===== src/rtl/seq_detect_pkg.sv =====
// seq_detect_pkg
// Shared definitions for the programmable serial pattern detector:
// session FSM state encoding and default sizing parameters.
package seq_detect_pkg;

  localparam int DEF_MAX_LEN = 8;  // longest pattern in bits
  localparam int DEF_LEN_W   = 4;  // width of cfg_len, holds DEF_MAX_LEN
  localparam int DEF_CNT_W   = 8;  // match counter / target width

  typedef enum logic [1:0] {
    IDLE   = 2'd0,
    LOADED = 2'd1,
    RUN    = 2'd2,
    DONE   = 2'd3
  } state_t;

endpackage


===== src/rtl/seq_detect_ctrl_core.sv =====
// seq_match_core
// History shift register, saturating fill counter and a length-masked
// compare against the programmed pattern.
// Ports:
//   clk, rst      clock, asynchronous active-low reset
//   clr           synchronous clear of history and fill counter
//   shift_en      shift bit_in into history (LSB) this edge
//   bit_in        serial data bit
//   pattern, len  programmed pattern (bit [len-1] first received) and length
//   match         combinational; meaningful only while shift_en is high
module seq_match_core
  import seq_detect_pkg::*;
#(
  parameter int MAX_LEN = DEF_MAX_LEN,
  parameter int LEN_W   = DEF_LEN_W
) (
  input  logic               clk,
  input  logic               rst,
  input  logic               clr,
  input  logic               shift_en,
  input  logic               bit_in,
  input  logic [MAX_LEN-1:0] pattern,
  input  logic [LEN_W-1:0]   len,
  output logic               match
);

  logic [MAX_LEN-1:0] hist_q, hist_nx, mask;
  logic [LEN_W-1:0]   fill_q, fill_nx;

  // Match is judged on the value history will hold after this edge, so the
  // completing bit itself takes part in the compare.
  always_comb begin
    hist_nx = {hist_q[MAX_LEN-2:0], bit_in};
    fill_nx = (fill_q < len) ? fill_q + 1'b1 : fill_q;
    mask    = '0;
    for (int i = 0; i < MAX_LEN; i++) begin
      mask[i] = (LEN_W'(i) < len);
    end
    match = shift_en && (fill_nx >= len) &&
            (((hist_nx ^ pattern) & mask) == '0);
  end

  always_ff @(posedge clk or negedge rst) begin
    if (!rst) begin
      hist_q <= '0;
      fill_q <= '0;
    end else if (clr) begin
      hist_q <= '0;
      fill_q <= '0;
    end else if (shift_en) begin
      hist_q <= hist_nx;
      fill_q <= fill_nx;
    end
  end

endmodule


===== src/rtl/seq_detect_ctrl.sv =====
// seq_detect_ctrl
// Session controller around seq_match_core. Accepts a pattern config over
// a valid/ready handshake, arms on start, counts overlapping matches on the
// qualified bitstream and finishes when the programmed target is reached.
// Handshake: a config transfer happens on a rising edge where cfg_valid and
// cfg_ready are both high; cfg_ready is high in every state except RUN. A
// transfer pre-empted by abort or start on the same edge is dropped.
// Ports:
//   clk, rst                 clock, asynchronous active-low reset
//   cfg_valid/cfg_ready      config handshake
//   cfg_pattern/len/target   config payload (target 0 = unlimited)
//   cfg_err                  one-cycle pulse after an illegal cfg_len
//   start, abort             session control (abort wins)
//   data_valid, data         serial input
//   detected                 registered one-cycle match pulse
//   match_count              matches in current or last session
//   busy, done               decoded from state (RUN / DONE)
//   dbg_state                current FSM state
module seq_detect_ctrl
  import seq_detect_pkg::*;
#(
  parameter int MAX_LEN = DEF_MAX_LEN,
  parameter int LEN_W   = DEF_LEN_W,
  parameter int CNT_W   = DEF_CNT_W
) (
  input  logic               clk,
  input  logic               rst,
  input  logic               cfg_valid,
  output logic               cfg_ready,
  input  logic [MAX_LEN-1:0] cfg_pattern,
  input  logic [LEN_W-1:0]   cfg_len,
  input  logic [CNT_W-1:0]   cfg_target,
  output logic               cfg_err,
  input  logic               start,
  input  logic               abort,
  input  logic               data_valid,
  input  logic               data,
  output logic               detected,
  output logic [CNT_W-1:0]   match_count,
  output logic               busy,
  output logic               done,
  output logic [1:0]         dbg_state
);

  state_t state_q, state_d;

  logic [MAX_LEN-1:0] pat_q;
  logic [LEN_W-1:0]   len_q;
  logic [CNT_W-1:0]   tgt_q;
  logic [CNT_W-1:0]   cnt_q, cnt_inc;
  logic               det_q, err_q;

  logic abort_eff, start_eff, cfg_take, cfg_legal, cfg_ok, cfg_bad;
  logic shift_en, match, hit;

  // Control strobes, encoding abort > start > config > data.
  always_comb begin
    abort_eff = abort && (state_q != IDLE);
    start_eff = start && !abort && ((state_q == LOADED) || (state_q == DONE));
    cfg_legal = (cfg_len != '0) && (cfg_len <= LEN_W'(MAX_LEN));
    cfg_take  = cfg_valid && cfg_ready && !abort_eff && !start_eff;
    cfg_ok    = cfg_take && cfg_legal;
    cfg_bad   = cfg_take && !cfg_legal;
    shift_en  = (state_q == RUN) && data_valid && !abort;
    cnt_inc   = (&cnt_q) ? cnt_q : cnt_q + 1'b1;
    hit       = match && (tgt_q != '0) && (cnt_inc == tgt_q);
  end

  seq_match_core #(
    .MAX_LEN(MAX_LEN),
    .LEN_W  (LEN_W)
  ) u_core (
    .clk     (clk),
    .rst     (rst),
    .clr     (start_eff),
    .shift_en(shift_en),
    .bit_in  (data),
    .pattern (pat_q),
    .len     (len_q),
    .match   (match)
  );

  // State register.
  always_ff @(posedge clk or negedge rst) begin
    if (!rst) state_q <= IDLE;
    else      state_q <= state_d;
  end

  // Next state.
  always_comb begin
    state_d = state_q;
    if (abort_eff)                      state_d = IDLE;
    else if (start_eff)                 state_d = RUN;
    else if (cfg_ok)                    state_d = LOADED;
    else if ((state_q == RUN) && hit)   state_d = DONE;
  end

  // State-decoded outputs.
  always_comb begin
    cfg_ready = (state_q != RUN);
    busy      = (state_q == RUN);
    done      = (state_q == DONE);
    dbg_state = state_q;
  end

  // Config latch, match counter and registered pulses.
  always_ff @(posedge clk or negedge rst) begin
    if (!rst) begin
      pat_q <= '0;
      len_q <= '0;
      tgt_q <= '0;
      cnt_q <= '0;
      det_q <= 1'b0;
      err_q <= 1'b0;
    end else begin
      err_q <= cfg_bad;
      det_q <= match;  // match is already gated off by abort via shift_en
      if (cfg_ok) begin
        pat_q <= cfg_pattern;
        len_q <= cfg_len;
        tgt_q <= cfg_target;
      end
      if (start_eff)  cnt_q <= '0;
      else if (match) cnt_q <= cnt_inc;
    end
  end

  assign detected    = det_q;
  assign cfg_err     = err_q;
  assign match_count = cnt_q;

endmodule


===== config.mk =====
export PLATFORM = sky130hd
export DESIGN_NAME = seq_detect_ctrl
export DESIGN_NICKNAME = d
export VERILOG_FILES = /design/src/rtl/seq_detect_pkg.sv /design/src/rtl/seq_detect_ctrl_core.sv /design/src/rtl/seq_detect_ctrl.sv
export SDC_FILE = /design/constraint.sdc
export NUM_CORES = 1
export LEC_CHECK = 0
export BUFFER_PORTS_ARGS = -buffer_cell sky130_fd_sc_hd__buf_2
export CAP_MARGIN = 10
export CORE_MARGIN = 2
export CORE_UTILIZATION = 40
export CTS_CLUSTER_SIZE = 8
export DETAILED_ROUTE_END_ITERATION = 8
export GPL_TIMING_DRIVEN = 0
export PLACE_DENSITY = 0.7
export SYNTH_ARGS = -nofsm -noshare
export SYNTH_HDL_FRONTEND = slang
export SYNTH_SLANG_ARGS = --single-unit

===== constraint.sdc =====
create_clock -name clk -period 9.2 [get_ports clk]
set_clock_uncertainty 0.15 [all_clocks]
set_input_delay 2.3 -clock clk [delete_from_list [all_inputs] [get_ports clk]]
set_output_delay 2.3 -clock clk [all_outputs]
set_load 0.05 [all_outputs]

# Word-level counts from Yosys, hierarchy flattened

Cells that the tools add are included.

Input bits: 27
Register bits: 43

Equality and inequality tests: 5
Bitwise logic cells: 2
Add/sub/neg operators: 2
Magnitude comparators: 11
Reductions and logical operators: 29
Multiplexer cells: 12

Operator list:

| cell                                                                         | count |
|---|---|
| 8-bit 2-to-1 mux                                                             | 3 |
| 1-bit logical AND                                                            | 16 |
| 3-bit by 4-bit less-than comparator with 1-bit output (first input constant) | 4 |
| 7-bit 2-to-1 mux                                                             | 2 |
| 4-bit 2-to-1 mux                                                             | 3 |
| 8-bit by 1-bit adder with 8-bit output (second input constant)               | 1 |
| 8-bit bitwise AND                                                            | 1 |
| 8-bit == test                                                                | 1 |
| 8-bit zero test                                                              | 1 |
| 1-bit by 4-bit less-than comparator with 1-bit output (first input constant) | 2 |
| 2-bit by 4-bit less-than comparator with 1-bit output (first input constant) | 2 |
| 2-bit 2-to-1 mux                                                             | 4 |
| 8-bit AND reduction                                                          | 1 |
| 4-bit nonzero test                                                           | 2 |
| 8-bit nonzero test                                                           | 1 |
| 8-bit bitwise XOR                                                            | 1 |
| 2-bit nonzero test                                                           | 3 |
| 4-bit by 1-bit adder with 4-bit output (second input constant)               | 1 |
| 2-bit == test (second input constant)                                        | 2 |
| 4-bit >= comparator                                                          | 1 |
| 4-bit <= comparator (second input constant)                                  | 1 |
| 1-bit zero test                                                              | 4 |
| 4-bit less-than comparator                                                   | 1 |
| 2-bit by 1-bit == test with 1-bit output (second input constant)             | 1 |
| 2 further kinds                                                              | 2 |

# Longest topological paths before layout

Gate-level depths: netlist (run 1).

Depth after elaboration: 12
Gate-level depth with buffers: 14
Depth with buffers taken out: 13

# Modules after synthesis

A second synthesis (run 1) with hierarchy kept.

Cell total of the unflattened synthesis: 239
Area total of the unflattened synthesis: 2,478.6 µm²

By module, submodules not included:

| module          | area an instance (µm²) | instances | cells each | seq. area each (µm²) |
|---|---|---|---|---|
| seq_detect_ctrl | 1,632.8                | 1         | 150        | 800.8 |
| seq_match_core  | 845.8                  | 1         | 89         | 275.3 |

# Worst setup path before layout (run 1)

Ideal clock, no wire load.

Kind: reg2out
From: reg state_q[1] (netlist: dbg_state[1])
To: out busy
Cell stages (with the launch flop): 3
Slack: 5,185 ps
Data arrival time: 1,565 ps
Buffers on the path: 0
Cells stage by stage: dfrtp_1 nand2b_1 inv_1

Cells in the longest elaborated chain, start to end: 1

RTL lines:

| what                   | line                   | RTL |
|---|---|---|
| start, declared        | seq_detect_ctrl.sv:45  | `state_t state_q, state_d;` |
| start signal, assigned | seq_detect_ctrl.sv:86  | `else state_q <= state_d;` |
| 2-bit == test          | seq_detect_ctrl.sv:101 | `busy = (state_q == RUN);` |
| end, declared          | seq_detect_ctrl.sv:40  | `output logic busy,` |

No other way between the ends.

# Final worst setup path (run 1)

From: in abort
To: reg cnt_q[7] (netlist: match_count[7])

Cells in the longest elaborated chain, start to end: 5
Elaborated cells between the ends (all ways): 8

RTL lines:

| what                           | line                       | RTL |
|---|---|---|
| start, declared                | seq_detect_ctrl.sv:35      | `input logic abort,` |
| 1-bit zero test                | seq_detect_ctrl.sv:64      | `shift_en = (state_q == RUN) && data_valid && !abort;` |
| 1-bit logical AND              | seq_detect_ctrl.sv:64      |  |
| 1-bit logical AND (2 in a row) | seq_detect_ctrl_core.sv:39 | `match = shift_en && (fill_nx >= len) &&` |
| via match                      | seq_detect_ctrl.sv:54      | `logic shift_en, match, hit;` |
| 2-bit nonzero test (no line)   | n/a                        |  |
| end signal, assigned           | seq_detect_ctrl.sv:124     | `else if (match) cnt_q <= cnt_inc;` |
| end, declared                  | seq_detect_ctrl.sv:50      | `logic [CNT_W-1:0] cnt_q, cnt_inc;` |

The timed path passes the listed nets, and every way through them passes these cells.
A chain may end at the register's enable or synchronous reset.

==> flow_summary.yaml, run 1 <==
routing:
  drt-initial-drc-count: 159
  vias: 1876
  drtPass1Iterations: 4
  wl_per_cell_microns: 15.0
  routed_wl_microns: 5200
  drc: 0
  ant_nets: 0
  vias_per_cell: 5.41
floorplan:
  initial_core_util_pct: 41.4
  fp.dieW_microns: 82.2
  die_h_microns: 82.2
  dieArea_sq_um: 6760
  coreArea_sq_um: 5920
  rows: 28
  io_pins: 42
status:
  outcome: "completed"
synth:
  seq_area_frac_synth_pct: 43.9
  ys_types: 52
  async_flop_share_pct: 100
  synth-edff-count: 0
  avgSynthCellArea_sq_um: 11.0
  syn_area_sq_um: 2450
  synth-seq-cells: 43
  ys_warn_count: 0
  synth-main-ff-cell: "dfrtp_1"
  synth_fp_nets: 259
  syn_inst: 223
sta:
  min_period_over_period_pct: 44.0
  final-setup-viol-count: 0
  max_slew.worst_pin.slew_ns: 0.962
  finalHoldViolCount: 0
  max-slew-margin-rel_pct: 35.9
  report.final.slew_viol_count: 0
  setup_tns_ns: 0
  fin_crit_ns: 4.04
  max_freq_mhz: 247
  grt_setup_unrepaired: "no"
place:
  gp_congestion: 0.829
  hpwlAfterDp_microns: 3800
  io_buffers: 41
  dp.cells: 339
grt:
  grt_pass1_vias: 1927
  grt_max_degree: 44
  grt_pass1_wl_microns: 9230
  grt.overflow.total: 0
  antenna_found_initial: 0
  track_usage_pct: 17.8
final_layout:
  instances_no_fill: 347
  final_common_cell: "dfrtp_1"
  layout_common_cells: "dfrtp_1 (43), buf_2 (41), mux2_2 (21), a21oi_1 (13), nor2_1 (13)"
  finalNetCount: 307
  area_growth_pct: 17.0
  antennaDiodeCount: 0
  layout-drive-gt1-share_pct: 30.5
setup_path:
  critPathCaptureType: "flip-flop"
  critical_path_arrival_ns: 4.10
  critPathMaxFanout: 10
  required_ns: 9.26
  cp-start-kind: "input pin"
  crit_type: "in2reg"
clocking:
  cts_resized: 0
  path_clk_slew_ns: 0.08
  clk_latency_ns: 0.30
  cts_buffer_depth: 2
  ctsHtreeMaxLevel: 2
  cts_tree: "done"
  hold_buffers: 0
  postCtsSetupRepairBufs: 0
  clockRootBuffer: "clkbuf_8"
  cts_buffers: 5
  cts_sinks: 43
pwr:
  power_density_nw_per_um2: 195
  vdd_drop_max_mv: 0.135
  p_leak_nw: 1.35
worst_hold_path:
  hold_path.class: "reg2reg"
run:
  maxCapViolCount: 0
## layer usage
metal | up-vias | track usage (%) | routed length [microns]
met5 | - | 0 | 0
met4 | 0 | 6.33 | 123
met3 | 11 | 3.26 | 242
met2 | 54 | 27.0 | 2320
met1 | 880 | 25.3 | 2520
li1 | 931 | - | -
## cell type report
class                      instances  area, sq um
buffer                             7         53.8
clock buffer                       6         82.6
clock inverter                     2         35.0
fill                             546         3060
inverter                           7         26.3
multi-input combinational        166         1290
sequential                        43         1080
tap                               75         93.8
timing repair buffer              41          205
## state kept, by name (all words and copies together) (netlist names), 2 cells and up
signal	flops
u_core.hist_q	7
pat_q	8
tgt_q	8
dbg_state	2
len_q	4
match_count	8
u_core.fill_q	4
## through the flow
stage | utilization, % | setup slack, ns | cell area (sq um) | hold slack [ns] | power (mW)
floorplan | - | 5.18 | 2450 | 0.335 | 0.369
global placement | 46.4 | 4.86 | 2750 | 0.358 | 0.404
detailed placement | 46.4 | 4.84 | 2750 | 0.367 | 0.409
CTS | 48.4 | 5.15 | 2870 | 0.386 | 0.565
global route | 48.4 | 5.00 | 2870 | 0.403 | 0.597
finish | 48.4 | 5.16 | 2870 | 0.378 | 0.559
## synthesized netlist by cell type, types with 2 or more instances
master / n / area, sq um
mux2_2: 21 / 236
and3_1: 2 / 12.5
nand2_1: 9 / 33.8
nand4_1: 3 / 18.8
nor2_1: 13 / 48.8
nor3_1: 3 / 15.0
inv_1: 7 / 26.3
ha_1: 9 / 113
nand2b_1: 4 / 25.0
a22o_1: 10 / 87.6
a21oi_1: 13 / 65.1
dfrtp_1: 43 / 1080
xor2_1: 11 / 96.3
nor3b_1: 2 / 15.0
or4_1: 2 / 15.0
clkbuf_1: 3 / 11.3
buf_6: 2 / 22.5
a21o_1: 4 / 30.0
nand3_1: 2 / 10.0
xnor2_1: 9 / 78.8
a211oi_1: 3 / 22.5
nor4_1: 2 / 12.5
o311ai_0: 2 / 17.5
a311oi_1: 2 / 17.5
mux2i_1: 2 / 20.0
and2_1: 3 / 18.8
a31oi_1: 5 / 31.3
and2_2: 2 / 15.0
and4_1: 2 / 17.5
o21ai_0: 6 / 30.0
## power breakdown
group,internal [mW],switching (mW)
registers,0.221,0.0335
clock network,0.0879,0.0664
logic,0.0747,0.0754
total,0.383,0.175
## path summary, 6_finish.rpt
check | startpoint | endpoint | slack (ns) | cells past startpoint
worst max-delay path | abort | match_count[7] | 5.16 | 8
worst min-delay path | pat_q[0] | pat_q[0] | 0.38 | 1
worst max register to register | len_q[1] | match_count[7] | 5.37 | 13
worst min register to register | pat_q[0] | pat_q[0] | 0.38 | 1
max in group asynchronous | rst | pat_q[7] | 6.31 | 1
min in group asynchronous | rst | match_count[3] | 2.00 | 1
## kinds of logic after synthesis
family,synth area share [%]
flip-flops,43.9
AND/OR/NAND/NOR,12.6
adder cells (fa/ha/maj),4.60
multiplexers,10.5
AO/OA/AOI/OAI,18.0
buffers and inverters,3.27
XOR/XNOR,7.15
## worst max-delay path: stages
cell      delay [ns]
buf_2           0.11
nor3b_1         0.39
and2_1          0.26
o211ai_1        0.14
a211oi_4        0.39
buf_6           0.21
a21oi_2         0.06
a311oi_2        0.24
No activity file was read; power rests on OpenSTA's default activity.
==> run 2, diff against run 1 <==
==> constraint.sdc (replaced) <==
create_clock -name clk -period 3.75 [get_ports clk]
set_clock_uncertainty 0.15 [all_clocks]
set_input_delay 0.9375 -clock clk [delete_from_list [all_inputs] [get_ports clk]]
set_output_delay 0.9375 -clock clk [all_outputs]
set_load 0.05 [all_outputs]
==> run 2 against run 1 <==
Compared with the run above: core utilization is 0.19 points higher; via count hardly changed; critical path depth is 5 higher; worst setup slack worse by 4.9 ns; sequential cell count stayed put; worst hold slack hardly changed; first-iteration DRC count is 19% lower; sequential share of layout area is 0.15 points lower; critical path type is now reg2reg; largest power group unchanged.
==> flow_summary.yaml, run 2 (synthesis results as in run 1) <==
status:
  outcome: "completed"
clocking:
  path_clk_slew_ns: 0.08
  postCtsSetupRepairBufs: 0
  clk_latency_ns: 0.30
  cts_tree: "done"
  clockRootBuffer: "clkbuf_8"
  cts_sinks: 43
  cts_buffer_depth: 2
  cts_buffers: 5
  ctsHtreeMaxLevel: 2
  hold_buffers: 0
pwr:
  power.total_mw: 1.38
  vdd_drop_max_mv: 0.326
  power_density_nw_per_um2: 480
  p_switching_mw: 0.435
  p_int_mw: 0.945
  p_comb_share_pct: 27.3
  p_sw_share_pct: 31.5
  p_leak_nw: 1.35
  clkPwrFrac_pct: 27.5
  seq_power_share_pct: 45.3
run:
  maxCapViolCount: 0
grt:
  grt_pass1_vias: 1931
  grt_pass1_wl_microns: 9290
  antenna_found_initial: 0
  grt_max_degree: 44
  track_usage_pct: 17.9
  grt.overflow.total: 0
worst_hold_path:
  holdPathEnd: "pat_q[0]"
  hold_depth: 1
  hold_path.class: "reg2reg"
  hold_start: "pat_q[0]"
sta:
  final-setup-viol-count: 0
  whs_ns: 0.378
  min_period_over_period_pct: 93.4
  report.final.slew_viol_count: 0
  max-slew-margin-rel_pct: 35.7
  finalHoldViolCount: 0
  max_freq_mhz: 285
  max_slew.worst_pin.slew_ns: 0.965
  fin_crit_ns: 3.50
  setup_slack_ns: 0.246
  grt_setup_unrepaired: "no"
setup_path:
  critPathCaptureType: "flip-flop"
  ff2ff_path_depth: 13
  r2r-end: "match_count[7]"
  critical_path_arrival_ns: 3.56
  reg2reg_slack_ns: 0.25
  required_ns: 3.81
  cp-start-kind: "flip-flop"
  crit_type: "reg2reg"
  reg2reg_from: "len_q[1]"
  critPathMaxFanout: 10
floorplan:
  io_pins: 42
  dieArea_sq_um: 6760
  rows: 28
  die_h_microns: 82.2
  fp.dieW_microns: 82.2
  coreArea_sq_um: 5920
  initial_core_util_pct: 41.4
routing:
  wl_met2_microns: 2330
  top_layer_used: "met4"
  wl_met3_microns: 227
  vias_per_cell: 5.40
  met1_length_microns: 2550
  routed_wl_microns: 5240
  ant_nets: 0
  drc: 0
  drtPass1Iterations: 4
  wl_per_cell_microns: 15.1
  drt-initial-drc-count: 128
  vias: 1875
place:
  dp.cells: 339
  hpwlAfterDp_microns: 3800
  io_buffers: 41
  gp_congestion: 0.829
  place_ws_ns: -0.0551
  dpl_cell_area_sq_um: 2750
final_layout:
  final_common_cell: "dfrtp_1"
  antennaDiodeCount: 0
  instances_no_fill: 347
  fin_area_sq_um: 2880
  finalNetCount: 307
  layout-drive-gt1-share_pct: 30.9
  layout_common_cells: "dfrtp_1 (43), buf_2 (41), mux2_2 (21), nor2_1 (13), a21oi_1 (12)"
  area_growth_pct: 17.5
[run 2: area by class of cell]
type	instances	area, sq um
Buffer	7	53.8
Clock buffer	6	82.6
Clock inverter	2	35.0
Fill cell	545	3040
Inverter	7	26.3
Multi-Input combinational cell	166	1300
Sequential cell	43	1080
Tap cell	75	93.8
Timing Repair Buffer	41	205
[run 2: what timing repair did]
item,in CTS,in global routing
hold endpoints to repair,0,0
endpoints found under the setup margin,5,7
pin swaps,0,0
gates resized for setup,1,1
[run 2: worst max-delay path by stage]
stage / start / endpoint / slack [ns] / cells past startpoint
6_report: len_q[1] / match_count[7] / 0.25 / 13
5_1_grt: len_q[1] / match_count[7] / 0.02 / 13
4_1_cts: len_q[1] / match_count[7] / 0.14 / 13
3_5_place_dp: len_q[1] / match_count[7] / -0.06 / 13
3_3_place_gp: len_q[1] / match_count[7] / 0.008 / 13
2_1_floorplan: len_q[1] / match_count[0] / 0.30 / 12
[run 2: worst max-delay path, cell delays in order (launching register included)]
cell	delay (ns)
dfrtp_1	0.42
inv_1	0.11
ha_1	0.30
a21o_1	0.16
a21o_1	0.21
a21oi_4	0.29
mux2_2	0.39
ha_1	0.27
a211o_1	0.11
a21oi_1	0.09
a211oi_4	0.41
buf_6	0.21
a21oi_2	0.06
a311oi_2	0.24
[run 2: power by group through the flow]
stage | Clock (mW) | Combinational [mW] | Sequential (mW)
final | 0.379 | 0.376 | 0.625
after global routing | 0.409 | 0.424 | 0.641
after detailed placement | 0 | 0.370 | 0.634
after CTS | 0.388 | 0.374 | 0.625
after global placement | 0 | 0.362 | 0.630
after floorplan | 0 | 0.272 | 0.633
[run 2: stage by stage]
| step | util, % | setup TNS [ns] |
|---|---|---|
| after floorplan | - | 0 |
| after global routing | 48.6 | 0 |
| after CTS | 48.5 | 0 |
| after global placement | 46.4 | 0 |
| after detailed placement | 46.4 | -0.0895 |
| final | 48.6 | 0 |
[run 2: per-layer routing]
layer / global-route usage, % / up-vias
met5: 0 / -
met1: 25.6 / 881
met4: 6.33 / 0
li1: - / 931
met3: 3.26 / 10
met2: 27.1 / 53
==> run 3, diff against run 2 <==
--- a/config.mk
+++ b/config.mk
@@ -8,11 +8,11 @@
 export BUFFER_PORTS_ARGS = -buffer_cell sky130_fd_sc_hd__buf_2
 export CAP_MARGIN = 10
 export CORE_MARGIN = 2
-export CORE_UTILIZATION = 40
+export CORE_UTILIZATION = 56
 export CTS_CLUSTER_SIZE = 8
 export DETAILED_ROUTE_END_ITERATION = 8
 export GPL_TIMING_DRIVEN = 0
-export PLACE_DENSITY = 0.7
+export PLACE_DENSITY = 0.9
 export SYNTH_ARGS = -nofsm -noshare
 export SYNTH_HDL_FRONTEND = slang
 export SYNTH_SLANG_ARGS = --single-unit
==> run 3 against run 2 <==
Compared with the run above: worst setup slack better by 0.030 ns; final area is 1.0% lower; sequential power is 0.6% higher; first-iteration DRC count down 37%; critical path depth unchanged; core utilization rose by 18 points; fmax grew 0.85%; non-clock buffer count stayed put; sequential share of layout area increased by 0.38 points; global-route usage up 4.6 points; routed wire length decreased by 4.2%; critical endpoint unchanged; largest power group unchanged; highest routed layer unchanged.
==> flow_summary.yaml, run 3 (synthesis results as in run 1) <==
final_layout:
  layout-drive-gt1-share_pct: 30.9
  finalNetCount: 307
  utilization_pct: 66.3
  multi_input_area_sq_um: 1300
  final_common_cell: "dfrtp_1"
  antennaDiodeCount: 0
  layout_common_cells: "dfrtp_1 (43), buf_2 (41), mux2_2 (21), nor2_1 (13), a21oi_1 (12)"
  num-fill-cells: 329
  area_growth_pct: 16.3
  seq_area_sq_um: 1080
setup_path:
  critical_path_arrival_ns: 3.54
  crit_type: "reg2reg"
  critPathCaptureType: "flip-flop"
  cp-start-kind: "flip-flop"
  required_ns: 3.82
  critPathMaxFanout: 10
clocking:
  cts_buffer_depth: 2
  ctsHtreeMaxLevel: 2
  hold_buffers: 0
  path_clk_slew_ns: 0.09
  cts_buffers: 5
  cts_tree: "done"
  clockRootBuffer: "clkbuf_8"
  clk_latency_ns: 0.30
  cts_sinks: 43
sta:
  grt_setup_unrepaired: "no"
  whs_ns: 0.380
  max-slew-margin-rel_pct: 37.5
  max_slew.worst_pin.slew_ns: 0.937
  finalHoldViolCount: 0
  report.final.slew_viol_count: 0
  fin_crit_ns: 3.47
  final-setup-viol-count: 0
  min_period_over_period_pct: 92.7
  max_freq_mhz: 288
place:
  hpwlAfterDp_microns: 3650
  io_buffers: 41
  gp_congestion: 0.889
routing:
  drtPass1Iterations: 4
  drt-initial-drc-count: 81
  drc: 0
  vias: 1918
  vias_per_cell: 5.92
  wl_per_cell_microns: 15.5
  ant_nets: 0
  routed_wl_microns: 5020
grt:
  grt_pass1_vias: 1830
  grt_max_degree: 44
  track_usage_pct: 22.5
  grt_pass1_wl_microns: 8850
  antenna_found_initial: 0
  grt.overflow.total: 0
floorplan:
  initial_core_util_pct: 57.0
  io_pins: 42
  fp.dieW_microns: 70.1
  dieArea_sq_um: 4920
  die_h_microns: 70.1
  coreArea_sq_um: 4290
  rows: 24
pwr:
  power_density_nw_per_um2: 486
  vdd_drop_max_mv: 0.351
  p_leak_nw: 1.35
run:
  maxCapViolCount: 0
status:
  outcome: "completed"
worst_hold_path:
  hold_path.class: "reg2reg"
## run 3: critical path, cell delays in order (launching register included)
cell	delay, ns
dfrtp_1	0.41
inv_1	0.11
ha_1	0.30
a21o_1	0.16
a21o_1	0.20
a21oi_4	0.29
mux2_2	0.40
ha_1	0.28
a211o_1	0.11
a21oi_1	0.09
a211oi_4	0.39
buf_6	0.20
a21oi_2	0.06
a311oi_2	0.23
## run 3: area by class of cell
type,instances,area share (%)
sequential,43,37.8
tap,52,2.28
clock buffer,6,2.90
buffer,7,1.89
clock inverter,2,1.23
timing repair buffer,41,7.21
inverter,7,0.923
multi-input combinational,166,45.8
## run 3: final timing paths
| kind | start | to | slack, ns | depth (start not counted) |
|---|---|---|---|---|
| worst max register to register | len_q[1] | match_count[7] | 0.28 | 13 |
| worst max-delay path | len_q[1] | match_count[7] | 0.28 | 13 |
| worst min-delay path | u_core.hist_q[6] | u_core.hist_q[6] | 0.38 | 1 |
| min in group asynchronous | rst | match_count[2] | 0.63 | 1 |
| max in group asynchronous | rst | pat_q[2] | 2.24 | 1 |
| worst min register to register | u_core.hist_q[6] | u_core.hist_q[6] | 0.38 | 1 |
## run 3: power breakdown
| group | switching [mW] | internal [mW] |
|---|---|---|
| registers | 0.0872 | 0.542 |
| clock network | 0.160 | 0.216 |
| logic | 0.192 | 0.188 |
## run 3: what timing repair did
item,CTS,global route
gates resized for setup,1,1
buffers inserted,0,0
setup endpoints to repair,5,5
## run 3: per-stage QoR
stage / cell area (sq um) / total power, mW / worst slack, ns / std cells / TNS [ns]
3_5_place_dp: 2720 / 1.01 / -0.00192 / 316 / -0.00192
6_report: 2850 / 1.38 / 0.275 / 324 / 0
5_1_grt: 2850 / 1.46 / 0.0567 / 324 / 0
4_1_cts: 2840 / 1.39 / 0.171 / 324 / 0
3_3_place_gp: 2720 / 0.991 / 0.0658 / 316 / 0
2_1_floorplan: 2450 / 0.905 / 0.301 / 223 / 0
## run 3: per-layer routing
metal  up-vias  routed length [microns]  global-route usage, %
li1        937                        -                      -
met2        68                     2350                   35.7
met3         8                      306                   3.75
met5         -                        0                      0
met4         0                       63                   6.41
met1       905                     2300                   32.2
